--- config.mk ---
export PLATFORM = sky130hd
export DESIGN_NAME = modulator_am
export DESIGN_NICKNAME = d
export VERILOG_FILES = /design/src/rtl/modulator_am.sv
export SDC_FILE = /design/constraint.sdc
export NUM_CORES = 1
export LEC_CHECK = 0
export CORE_UTILIZATION = 45
export CTS_BUF_LIST = sky130_fd_sc_hd__clkbuf_2
export CTS_CLUSTER_DIAMETER = 50
export DETAILED_ROUTE_END_ITERATION = 8
export PLACE_DENSITY_LB_ADDON = 0.15
export SYNTH_ARGS = -nofsm -noshare
export SYNTH_HDL_FRONTEND = slang
export SYNTH_SLANG_ARGS = --single-unit
--- constraint.sdc ---
create_clock -name clk -period 2.89 [get_ports clk]
set_input_delay 0.289 -clock clk [delete_from_list [all_inputs] [get_ports clk]]
set_output_delay 0.289 -clock clk [all_outputs]
set_load 0.005 [all_outputs]
--- src/rtl/modulator_am.sv ---
// modulator_am: PWM amplitude modulator that pops one FIFO sample per period and
// emits its duty-cycle-encoded bit alongside bclk, nsync and symb_clk framing clocks.
module modulator_am #(
    parameter int PARAMETER01 = 10,
    parameter int PARAMETER02 = 255,
    parameter int PARAMETER03 = 8
) (
    input  logic                   clk,
    input  logic                   rst,
    input  logic                   enable,
    input  logic [PARAMETER03-1:0] sample,
    input  logic                   empty,
    output logic                   read,
    output logic                   nsync,
    output logic                   bclk,
    output logic                   pwm,
    output logic                   symb_clk
);
    localparam int P1 = PARAMETER01;
    localparam int P2 = PARAMETER02;
    localparam int W  = PARAMETER03;
    localparam int N  = P1 * P2;
    localparam int PW = $clog2(P1);
    localparam int SW = $clog2(P2);
    localparam int CW = $clog2(N);
    localparam int MW = (W > SW) ? W : SW;

    logic [PW-1:0] p;
    logic [SW-1:0] s;
    logic [W-1:0]  sample_reg;
    logic          run;
    logic          p_last;
    logic          s_last;
    logic          load;
    logic [CW-1:0] c;

    assign p_last = p == PW'(P1 - 1);
    assign s_last = s == SW'(P2 - 1);
    assign load   = p_last & s_last;
    assign c      = CW'(s) * CW'(P1) + CW'(p);

    // Idle and reset both park the counters on the load cycle so restart pops at once.
    always_ff @(posedge clk or negedge rst) begin
        if (!rst) begin
            p          <= PW'(P1 - 1);
            s          <= SW'(P2 - 1);
            sample_reg <= '0;
            run        <= 1'b0;
        end else if (!enable) begin
            p   <= PW'(P1 - 1);
            s   <= SW'(P2 - 1);
            run <= 1'b0;
        end else begin
            run <= 1'b1;
            p   <= p_last ? '0 : p + PW'(1);
            if (p_last)
                s <= s_last ? '0 : s + SW'(1);
            if (load)
                sample_reg <= empty ? '0 : sample;
        end
    end

    // At the load state bclk/nsync/symb_clk already decode to idle; only pwm needs gating.
    always_comb begin
        read     = rst & enable & load & ~empty;
        pwm      = run & (MW'(s) < MW'(sample_reg));
        nsync    = s != '0;
        bclk     = p < PW'(P1 / 2);
        symb_clk = c < CW'(N / 2);
    end
endmodule

# Word level (Yosys, flattened, before mapping)

Index checks and enable logic that the tools add are counted.
Widths: inputs -> output; s select.

Input bits: 12
Register bits after elaboration: 21

Muxes and demuxes: 7
Add/subtract/negate cells: 3
$mul: 1
Magnitude comparators: 3
Bitwise operators: 6
Equal/unequal tests: 3
Reductions and logical operators: 2

Operators by type and width:

| operator             | count |
|---|---|
| $mux 8               | 4 |
| $add 12x4->12        | 1 |
| $lt 12x11->1 const B | 1 |
| $mul 8x3->11 const B | 1 |
| $add 8x1->8 const B  | 1 |
| $eq 8x8->1 const B   | 1 |
| $lt 8x8->1           | 1 |
| $mux 4               | 2 |
| $reduce_bool 8->1    | 1 |
| $and 1x1->1          | 5 |
| $add 4x1->4 const B  | 1 |
| $eq 4x4->1 const B   | 1 |
| $lt 4x3->1 const B   | 1 |
| $ne 2x1->1 const B   | 1 |
| $reduce_and 2->1     | 1 |
| $mux 1               | 1 |
| $not 1->1            | 1 |

# Depth between registers and ports, before layout

Gate-level depths: netlist of the first run.

Depth in word-level cells: 4
Mapped depth: 9
Mapped depth without buffers: 9

# Worst setup path after synthesis of the first run

Ideal clock, no wire load.

Path kind: reg-to-output
Start point: register s[1]
End point: output symb_clk
Arrival: 2.617 ns
Stages on the path, launching flop included: 10
Setup slack: -0.016 ns
Cells stage by stage: dfstp_2 > ha_1 > ha_1 > fa_1 > xor2_1 > nand2_1 > nor3_1 > and4_1 > mux2_2 > o211a_1

Word-level cells in the longest chain between the ends: 3

Ends and longest elaborated chain:

| element                | RTL line | text |
|---|---|---|
| start, declared        | 29       | `logic [SW-1:0] s;` |
| start signal, assigned | 46       | `s <= SW'(P2 - 1);` |
| start signal, assigned | 51       | `s <= SW'(P2 - 1);` |
| start signal, assigned | 57       | `s <= s_last ? '0 : s + SW'(1);` |
| $mul 8x3->11           | 40       | `assign c = CW'(s) * CW'(P1) + CW'(p);` |
| $add 12x4->12          | 40       |  |
| $lt 12x11->1           | 69       | `symb_clk = c < CW'(N / 2);` |
| end, declared          | 17       | `output logic symb_clk` |

No other way between the ends.

# Worst setup path after layout of the first run

Ends and elaborated chain as after synthesis.

==> flow_summary_export.csv, run 1 <==
group,metric,value,unit
status,status,"complete, but fails checks",
status,violations,"setup timing",
global_routing,grt_max_degree,22,
timing,period_share,1.12,
place,dp_hpwl,3000,microns
floorplanning,row_count,22,
synthesis,synth_nets,235,
flow_run,maxCapViolations,0,
global_routing,grt_pass1_wl,7140,microns
synthesis,ys_seq_area_frac,0.302,
critical_path,required,2.60,ns
cts,htree_levels,1,
synthesis,ys_types,46,
synthesis,synth.avg_cell_area,9.21,sq um
detailed_routing,first_iter_violations,67,
timing,fmax,309,MHz
place,gp_congestion,0.800,
global_routing,first_global_vias,1545,
cells_and_area,nNetsFinal,271,
detailed_routing,drc,0,
timing,worst_slew_pin_slew,0.512,ns
floorplanning,io_pins,17,
cells_and_area,drive_above_1_share,0.250,
detailed_routing,vias,1531,
detailed_routing,routed_wl,4110,microns
synthesis,yosysTopAreaCellShare,0.197,
synthesis,syn_inst,193,
detailed_routing,firstDrtPassIters,4,
place,portBuffers,16,
detailed_routing,viasPerCell,5.55,
global_routing,antenna_found_initial,0,
critical_path,path_max_fanout,2,
cts,cts-buffers-inserted,3,
cts,cts-hold-fix-buffers,0,
critical_path,reg2regPathDepth,9,
cts,cts.clk_slew.worst_paths,0.21,ns
cells_and_area,register_area,537,sq um
global_routing,grt_overflow,0,
cells_and_area,multi_input_area,0.00123,sq mm
global_routing,gr-usage-all-layers,0.222,
critical_path,startpoint_type,"register",
cts,cts_tree,"yes",
detailed_routing,postRouteAntennaNets,0,
timing,rsz0062_at_grt,"yes",
timing,slew_headroom,0.657,
worst_hold_path,min_path_type,"in -> async",
timing,finalClockSkew,0.00448,ns
timing,finalHoldViolations,0,
cts,clkSinkCount,21,
synthesis,synth-main-ff-cell,"dfrtp_1",
cts,clock_latency,0.35,ns
synthesis,netlist_area,0.00178,sq mm
timing,setup_slack,-0.343,ns
timing,slew_violations,0,
synthesis,yosysWarnings,0,
critical_path,path_class,"reg -> out",
timing,finalWorstPathRequiredPeriod,3.23,ns
cells_and_area,n_antenna_cell,0,
place,placed_area,0.00209,sq mm
floorplanning,initial_core_util,0.478,
floorplanning,coreArea,0.00372,sq mm
floorplanning,die_y,64.9,microns
critical_path,cp.arrival,2.94,ns
timing,fin_setup_tns,-0.343,ns
synthesis,synth.area.top_cells,"ha_1 (20%), dfrtp_1 (17%), dfstp_2 (13%)",
cts,cts_root_buf,"clkbuf_2",
floorplanning,die_x,64.9,microns
cts,clockBufferDepth,2,
cells_and_area,area_growth,24.8,%
synthesis,synth_edf_count,0,
cells_and_area,fillers,356,
synthesis,synthArstFlopShare,1.00,
timing,setup_viol_count_final,1,
floorplanning,dieArea,0.00421,sq mm
synthesis,synth-seq-cells,21,
place,pre_cts_slack,-0.380,ns
detailed_routing,routedWlPerCell,14.9,microns
synthesis,synth_area_leader_cell,"ha_1",
cells_and_area,postLayoutCellArea,0.00222,sq mm
timing,worst_hold_slack,0.391,ns
critical_path,cp-end-kind,"primary output",
metrics by stage:
stage | utilization | instances
4_1_cts | 0.586 | 275
3_3_place_gp | 0.561 | 267
6_report | 0.597 | 276
3_5_place_dp | 0.561 | 267
2_1_floorplan | - | 193
5_1_grt | 0.597 | 276
layout make-up:
| type | count | share of cell area |
|---|---|---|
| Sequential cell | 21 | 0.242 |
| Clock buffer | 3 | 0.00677 |
| Inverter | 15 | 0.0254 |
| Timing Repair Buffer | 37 | 0.140 |
| Clock inverter | 1 | 0.00226 |
| Multi-Input combinational cell | 151 | 0.557 |
| Tap cell | 48 | 0.0271 |
cell usage in the layout, fill, tap and decap left out, types with 8 or more instances in the layout:
cell type        instances
buf_4                   21
inv_1                   15
clkdlybuf4s50_1         13
dfstp_2                  9
o21ai_0                 15
dfrtp_1                 12
nand3_1                  8
ha_1                    25
a21oi_1                 12
nand2_1                 18
nand2b_1                11
repair_timing:
| item | 4_1_cts | 5_1_grt |
|---|---|---|
| gates cloned | 0 | 0 |
| endpoints found under the setup margin | 3 | 3 |
| pin swaps | 8 | 11 |
| setup buffers | 4 | 2 |
| resized for setup | 16 | 10 |
layer usage:
layer | track usage | vias up | share of wire
met5 | 0 | - | 0
met4 | 0.0694 | 0 | 0.011
met3 | 0.0282 | 5 | 0.039
met2 | 0.383 | 35 | 0.49
met1 | 0.285 | 729 | 0.46
li1 | - | 762 | -
Yosys cell counts (2+ instances only):
master,n
inv_1,15
o221ai_1,2
nor3b_1,2
buf_6,2
nor2_1,2
nand3_1,8
clkbuf_1,4
ha_1,28
fa_1,2
nand3b_1,2
a31oi_1,4
mux2_2,2
nand2_1,19
nand2b_1,11
and3_1,5
nor3_1,3
a41oi_1,2
dfrtp_1,12
a21o_1,2
a21oi_1,13
xor2_1,4
o311a_1,2
dfstp_2,9
xnor2_1,2
o21ai_0,15
worst max-delay path, cell delays in order (launching register included):
cell     delay [ns]
dfstp_2        0.61
ha_4           0.21
ha_4           0.16
fa_2           0.37
xor2_1         0.18
nand2_2        0.08
nor3_4         0.12
and4_4         0.24
mux2_4         0.29
o211a_1        0.19
buf_2          0.12
cells by family after synthesis:
group,Yosys count,share of synthesized area
AOI/OAI and AO/OA,49,0.173
xor gates and xnor gates,6,0.0296
adders and majority gates,31,0.225
and+or+nand+nor,63,0.205
muxes,2,0.0127
DFF,21,0.302
buffers and inverters,21,0.0528
final timing paths:
kind	start	end	slack (ns)
max	s[1]$_DFFE_PN1P_	symb_clk	-0.34
min	rst	sample_reg[6]$_DFFE_PN0P_	0.39
max reg2reg	s[3]$_DFFE_PN1P_	s[3]$_DFFE_PN1P_	0.80
min reg2reg	sample_reg[6]$_DFFE_PN0P_	sample_reg[6]$_DFFE_PN0P_	0.51
max in group asynchronous	rst	p[0]$_DFF_PN1_	2.21
min in group clk	sample[1]	sample_reg[1]$_DFFE_PN0P_	0.46
Power of run 1 is left out: the tool's default activity adds up to more than one toggle a clock period on the data nets, which glitch-free logic cannot reach.
==> inputs of run 2 (changes only) <==
- clock period: 2.89 -> 4.09 ns (I/O delays scaled with it)
==> run 2 against run 1 <==
  * The run now ends clean
  * Cell area fell by 8.1%
  * Worst hold slack improved by 0.016 ns
  * Largest cell class unchanged
  * Global-route usage fell by 3.9 points
  * Critical endpoint unchanged
==> flow_summary_export.csv, run 2 (synthesized netlist as in run 1, its figures left out) <==
group,metric,value,unit
critical_path,cp-end-kind,"primary output",
timing,fin_setup_tns,0,ns
timing,slew_headroom,0.653,
timing,period_share,0.947,
detailed_routing,routedWlPerCell,12.8,microns
global_routing,grt_overflow,0,
critical_path,path_max_fanout,6,
timing,fmax,258,MHz
timing,finalHoldViolations,0,
cells_and_area,postLayoutCellArea,0.00204,sq mm
global_routing,grt_pass1_wl,6090,microns
timing,finalWorstPathRequiredPeriod,3.87,ns
worst_hold_path,min_path_type,"in -> async",
floorplanning,row_count,22,
cts,cts-buffers-inserted,3,
place,dp_hpwl,2590,microns
timing,rsz0062_at_grt,"no",
floorplanning,initial_core_util,0.478,
place,portBuffers,16,
detailed_routing,firstDrtPassIters,4,
floorplanning,dieArea,0.00421,sq mm
floorplanning,io_pins,17,
floorplanning,die_x,64.9,microns
cells_and_area,mostFrequentLayoutCell,"ha_1",
critical_path,path_class,"reg -> out",
timing,worst_slew_pin_slew,0.519,ns
critical_path,cp.arrival,3.46,ns
cts,cts_tree,"yes",
detailed_routing,vias,1442,
cts,clkSinkCount,21,
detailed_routing,routed_wl,3350,microns
place,placed_cells,252,
timing,slew_violations,0,
cts,clock_latency,0.31,ns
timing,setup_viol_count_final,0,
critical_path,startpoint_type,"register",
cts,cts_root_buf,"clkbuf_2",
cts,htree_levels,1,
global_routing,grt_max_degree,23,
cells_and_area,nNetsFinal,257,
detailed_routing,drc,0,
floorplanning,coreArea,0.00372,sq mm
cts,cts.clk_slew.worst_paths,0.19,ns
critical_path,required,3.68,ns
timing,finalClockSkew,0.00435,ns
global_routing,antenna_found_initial,0,
detailed_routing,postRouteAntennaNets,0,
flow_run,maxCapViolations,0,
cells_and_area,drive_above_1_share,0.136,
cells_and_area,final_cell_mix,"ha_1 (28), nand2_1 (19), clkdlybuf4s50_1 (16)",
detailed_routing,viasPerCell,5.50,
place,placed_area,0.00197,sq mm
floorplanning,die_y,64.9,microns
detailed_routing,first_iter_violations,75,
status,status,"finished clean",
global_routing,gr-usage-all-layers,0.183,
place,gp_congestion,0.804,
cells_and_area,n_antenna_cell,0,
cells_and_area,stdcell_count,262,
global_routing,first_global_vias,1383,
cts,clockBufferDepth,2,
cells_and_area,area_growth,14.6,%
timing,worst_hold_slack,0.408,ns
run 2: cell types whose count changed in the layout (fill, tap and decap cells not counted), sizes merged:
cell,previous run,this run
buf,22,7
dlymetal6s2s,1,0
clkbuf,4,3
clkdlybuf4s50,13,16
run 2: worst max-delay path: stages (launching register included):
cell and delay [ns]:
dfstp_2 0.63, ha_1 0.25, ha_1 0.23, fa_1 0.41, xor2_1 0.18, nand2_1 0.09, nor3_2 0.13, and4_1 0.24
mux2_2 0.34, o211a_1 0.22, clkdlybuf4s50_1 0.44
run 2: per-stage QoR:
stage / worst slack, ns / util
final: 0.219 / 0.548
after global routing: 0.000110 / 0.548
after CTS: 0.0391 / 0.535
after detailed placement: 0.448 / 0.530
after global placement: 0.566 / 0.530
after floorplan: 1.06 / -
run 2: area by class of cell:
type	count	area, sq um
Fill cell	352	1680
Multi-Input combinational cell	151	1150
Inverter	15	56.3
Clock inverter	1	5.00
Tap cell	48	60.1
Sequential cell	21	537
Clock buffer	3	15.0
Timing Repair Buffer	23	213
run 2: path summary, 6_finish.rpt:
path | startpoint | end | slack (ns) | cells after the start
min in group clk | sample_reg[6]$_DFFE_PN0P_ | sample_reg[6]$_DFFE_PN0P_ | 0.50 | 2
worst max-delay path | s[1]$_DFFE_PN1P_ | symb_clk | 0.22 | 10
max in group asynchronous | rst | s[3]$_DFFE_PN1P_ | 3.41 | 2
worst min-delay path | rst | sample_reg[3]$_DFFE_PN0P_ | 0.41 | 2
worst min register to register | sample_reg[6]$_DFFE_PN0P_ | sample_reg[6]$_DFFE_PN0P_ | 0.50 | 2
worst max register to register | s[2]$_DFFE_PN1P_ | sample_reg[5]$_DFFE_PN0P_ | 2.06 | 6
run 2: what timing repair did:
action	CTS	global route
hold buffers	0	0
resized for setup	0	1
setup endpoints to repair	0	1
setup buffers	0	6
run 2: routing by layer:
metal  global-route usage  share of wire  wire (microns)
met5                    0              0               0
met4               0.0167              0               0
met3               0.0370          0.033             112
met2                0.307           0.47            1570
met1                0.251           0.50            1670
Power of run 2 is left out for the same reason.
==> RTL edit, RTL diff (flow settings as in run 2) <==
Register the output `pwm`, with the module's reset; this adds one clock of latency there. The other outputs are not delayed to match.
--- a/src/rtl/modulator_am.sv
+++ b/src/rtl/modulator_am.sv
@@ -24,6 +24,8 @@
     localparam int SW = $clog2(P2);
     localparam int CW = $clog2(N);
     localparam int MW = (W > SW) ? W : SW;
+
+    logic pwm_d;
 
     logic [PW-1:0] p;
     logic [SW-1:0] s;
@@ -63,10 +65,18 @@
     // At the load state bclk/nsync/symb_clk already decode to idle; only pwm needs gating.
     always_comb begin
         read     = rst & enable & load & ~empty;
-        pwm      = run & (MW'(s) < MW'(sample_reg));
+        pwm_d    = run & (MW'(s) < MW'(sample_reg));
         nsync    = s != '0;
         bclk     = p < PW'(P1 / 2);
         symb_clk = c < CW'(N / 2);
     end
+    always_ff @(posedge clk or negedge rst) begin
+        if (!rst) begin
+            pwm <= '0;
+        end else begin
+            pwm <= pwm_d;
+        end
+    end
+
 endmodule
 
Formal check against the unedited RTL: not equivalent (Yosys sat finds a counterexample within 4 cycles, from zero or initial values and one cycle with rst low).
==> RTL edit against run 2 <==
- sequential cell count is 1 higher
- hold slack worse by 0.037 ns
- synthesized cell count is 1.6% higher
- maximum frequency is 10% higher
- critical path depth stayed put
- worst setup slack better by 0.36 ns
- design area is 2.0% higher
- critical path type unchanged
- critical endpoint unchanged
- wire length is 11% higher
- synthesized area is 0.70% higher
==> RTL edit: results (changes against run 2) <==
critical_path:
  timing.rr.end: "sample_reg[0]"
  critPathMaxStageDelay_ns: 0.62
  cp-startpoint: "s[3]"
  cp.arrival_ns: 3.10  # -0.36 ns
  r2r.worst_path.cells: 7  # +1
  r2r_start: "s[1]"
  r2r_setup_slack_ns: 2.01  # -0.05 ns
  worst-path-max-fanout: 6  # unchanged
final_layout:
  regArea_um2: 562  # +4.7%
  nNetsFinal: 260  # +1.2%
  finalNonFillerCells: 265  # +1.1%
  comb.multi_input.count: 156  # +3.3%
  nNonClkInverters: 15  # unchanged
  clkbuf_count: 3  # unchanged
  drive_above_1_share_pct: 12.0  # -1.6 points
  clkCellAreaFrac_pct: 0.903  # -0.080 points
  multi_input_area_share_pct: 57.2  # +0.68 points
  n_fill_cell: 374  # +6.3%
  buffers_excl_clock: 20  # -13%
  buffer_area_share_pct: 9.27  # -1.2 points
placed_design:
  dp_slack_ns: 0.420  # -0.0273 ns
  place_hpwl_mm: 2.80  # +7.9%
  gp_congestion: 0.775  # -3.6%
  portBuffers: 16  # unchanged
  placed_cell_area_um2: 2010  # +2.3%
cts:
  cts_buffer_depth: 2  # unchanged
  cts-root-buf: "clkbuf_2"
  clk_pin_slew_worst_paths_ns: 0.22  # +0.03 ns
  worstSkewPairLatency_ns: 0.35  # +0.04 ns
  htreeDepth: 1  # unchanged
drt:
  viasPerCell: 5.60  # +1.8%
  dr.pass1.iters: 4  # unchanged
  wl_mm: 3.72  # +11%
  drt_iter0_markers: 73  # -2.7%
global_routing:
  grt_pass1_vias: 1380  # -0.22%
  use_met1_pct: 25.4  # +0.33 points
  grtUsageTotal_pct: 19.6  # +1.2 points
  met2_usage_pct: 33.7  # +3.0 points
  grt_pass1_wl_mm: 6.38  # +4.8%
  grtUsageMet3_pct: 3.70  # unchanged
  grt_max_degree: 24  # +4.3%
synthesis:
  synth_area_leaders: "ha_1 (20%), dfrtp_1 (18%), dfstp_2 (13%), o21ai_0 (5.3%), nand2_1 (4.0%)"
  syn_nets: 238  # +1.3%
  yosys_register_bits: 22  # +4.8%
  syn_inst: 196  # +1.6%
  synthTopCellsByCount: "ha_1 (28), nand2_1 (19), o21ai_0 (19)"
  ys_types: 42  # -8.7%
  synth_ff_type: "dfrtp_1"
  ys_seq_area_share_pct: 31.4  # +1.2 points
  ys_warn_count: 0  # unchanged
timing:
  hold_ws_ns: 0.371  # -0.0369 ns
  fin_worst_skew_ns: 0.0261  # +0.0217 ns
  tightestPinTransition_ns: 0.499  # -0.0204 ns
  fmax_mhz: 285  # +10%
flow_run:
  maxCapViolCount: 0  # unchanged
power_and_ir_drop:
  power_leakage_nw: 0.962
  peakVddDrop_v: 0.000386
  p_per_area_nw_per_um2: 822
floorplanning:
  n_tap_cell: 48  # unchanged
outcome:
  status: "finished, final reports clean"
RTL edit: cell families after synthesis:
kind of cell	after synthesis	share of synthesized area (%)
AND/OR/NAND/NOR	64	19.3
AO/OA/AOI/OAI	54	19.5
adder cells (fa/ha/maj)	31	22.4
flip-flops	22	31.4
buffers and inverters	18	3.84
XOR/XNOR	5	2.45
multiplexers	2	1.19
RTL edit: per-layer routing:
metal / share of wire (%) / routed length [um]
met5: 0 / 0
met4: 0.78 / 29
met3: 3.4 / 128
met1: 45 / 1660
met2: 51 / 1900
RTL edit: power by group:
group | switching, mW | leakage [nW] | internal (mW) | total [mW]
Clock | 0.0670 | 0.0140 | 0.0212 | 0.0882
Combinational | 0.660 | 0.683 | 0.558 | 1.22
Sequential | 0.0920 | 0.265 | 0.311 | 0.403
Total | 0.819 | 0.962 | 0.891 | 1.71
RTL edit: repair_timing:
item,CTS,global route
endpoints found under the setup margin,1,1
pin swaps,0,1
gates resized for setup,1,6
cloned,0,0
setup buffers,0,2
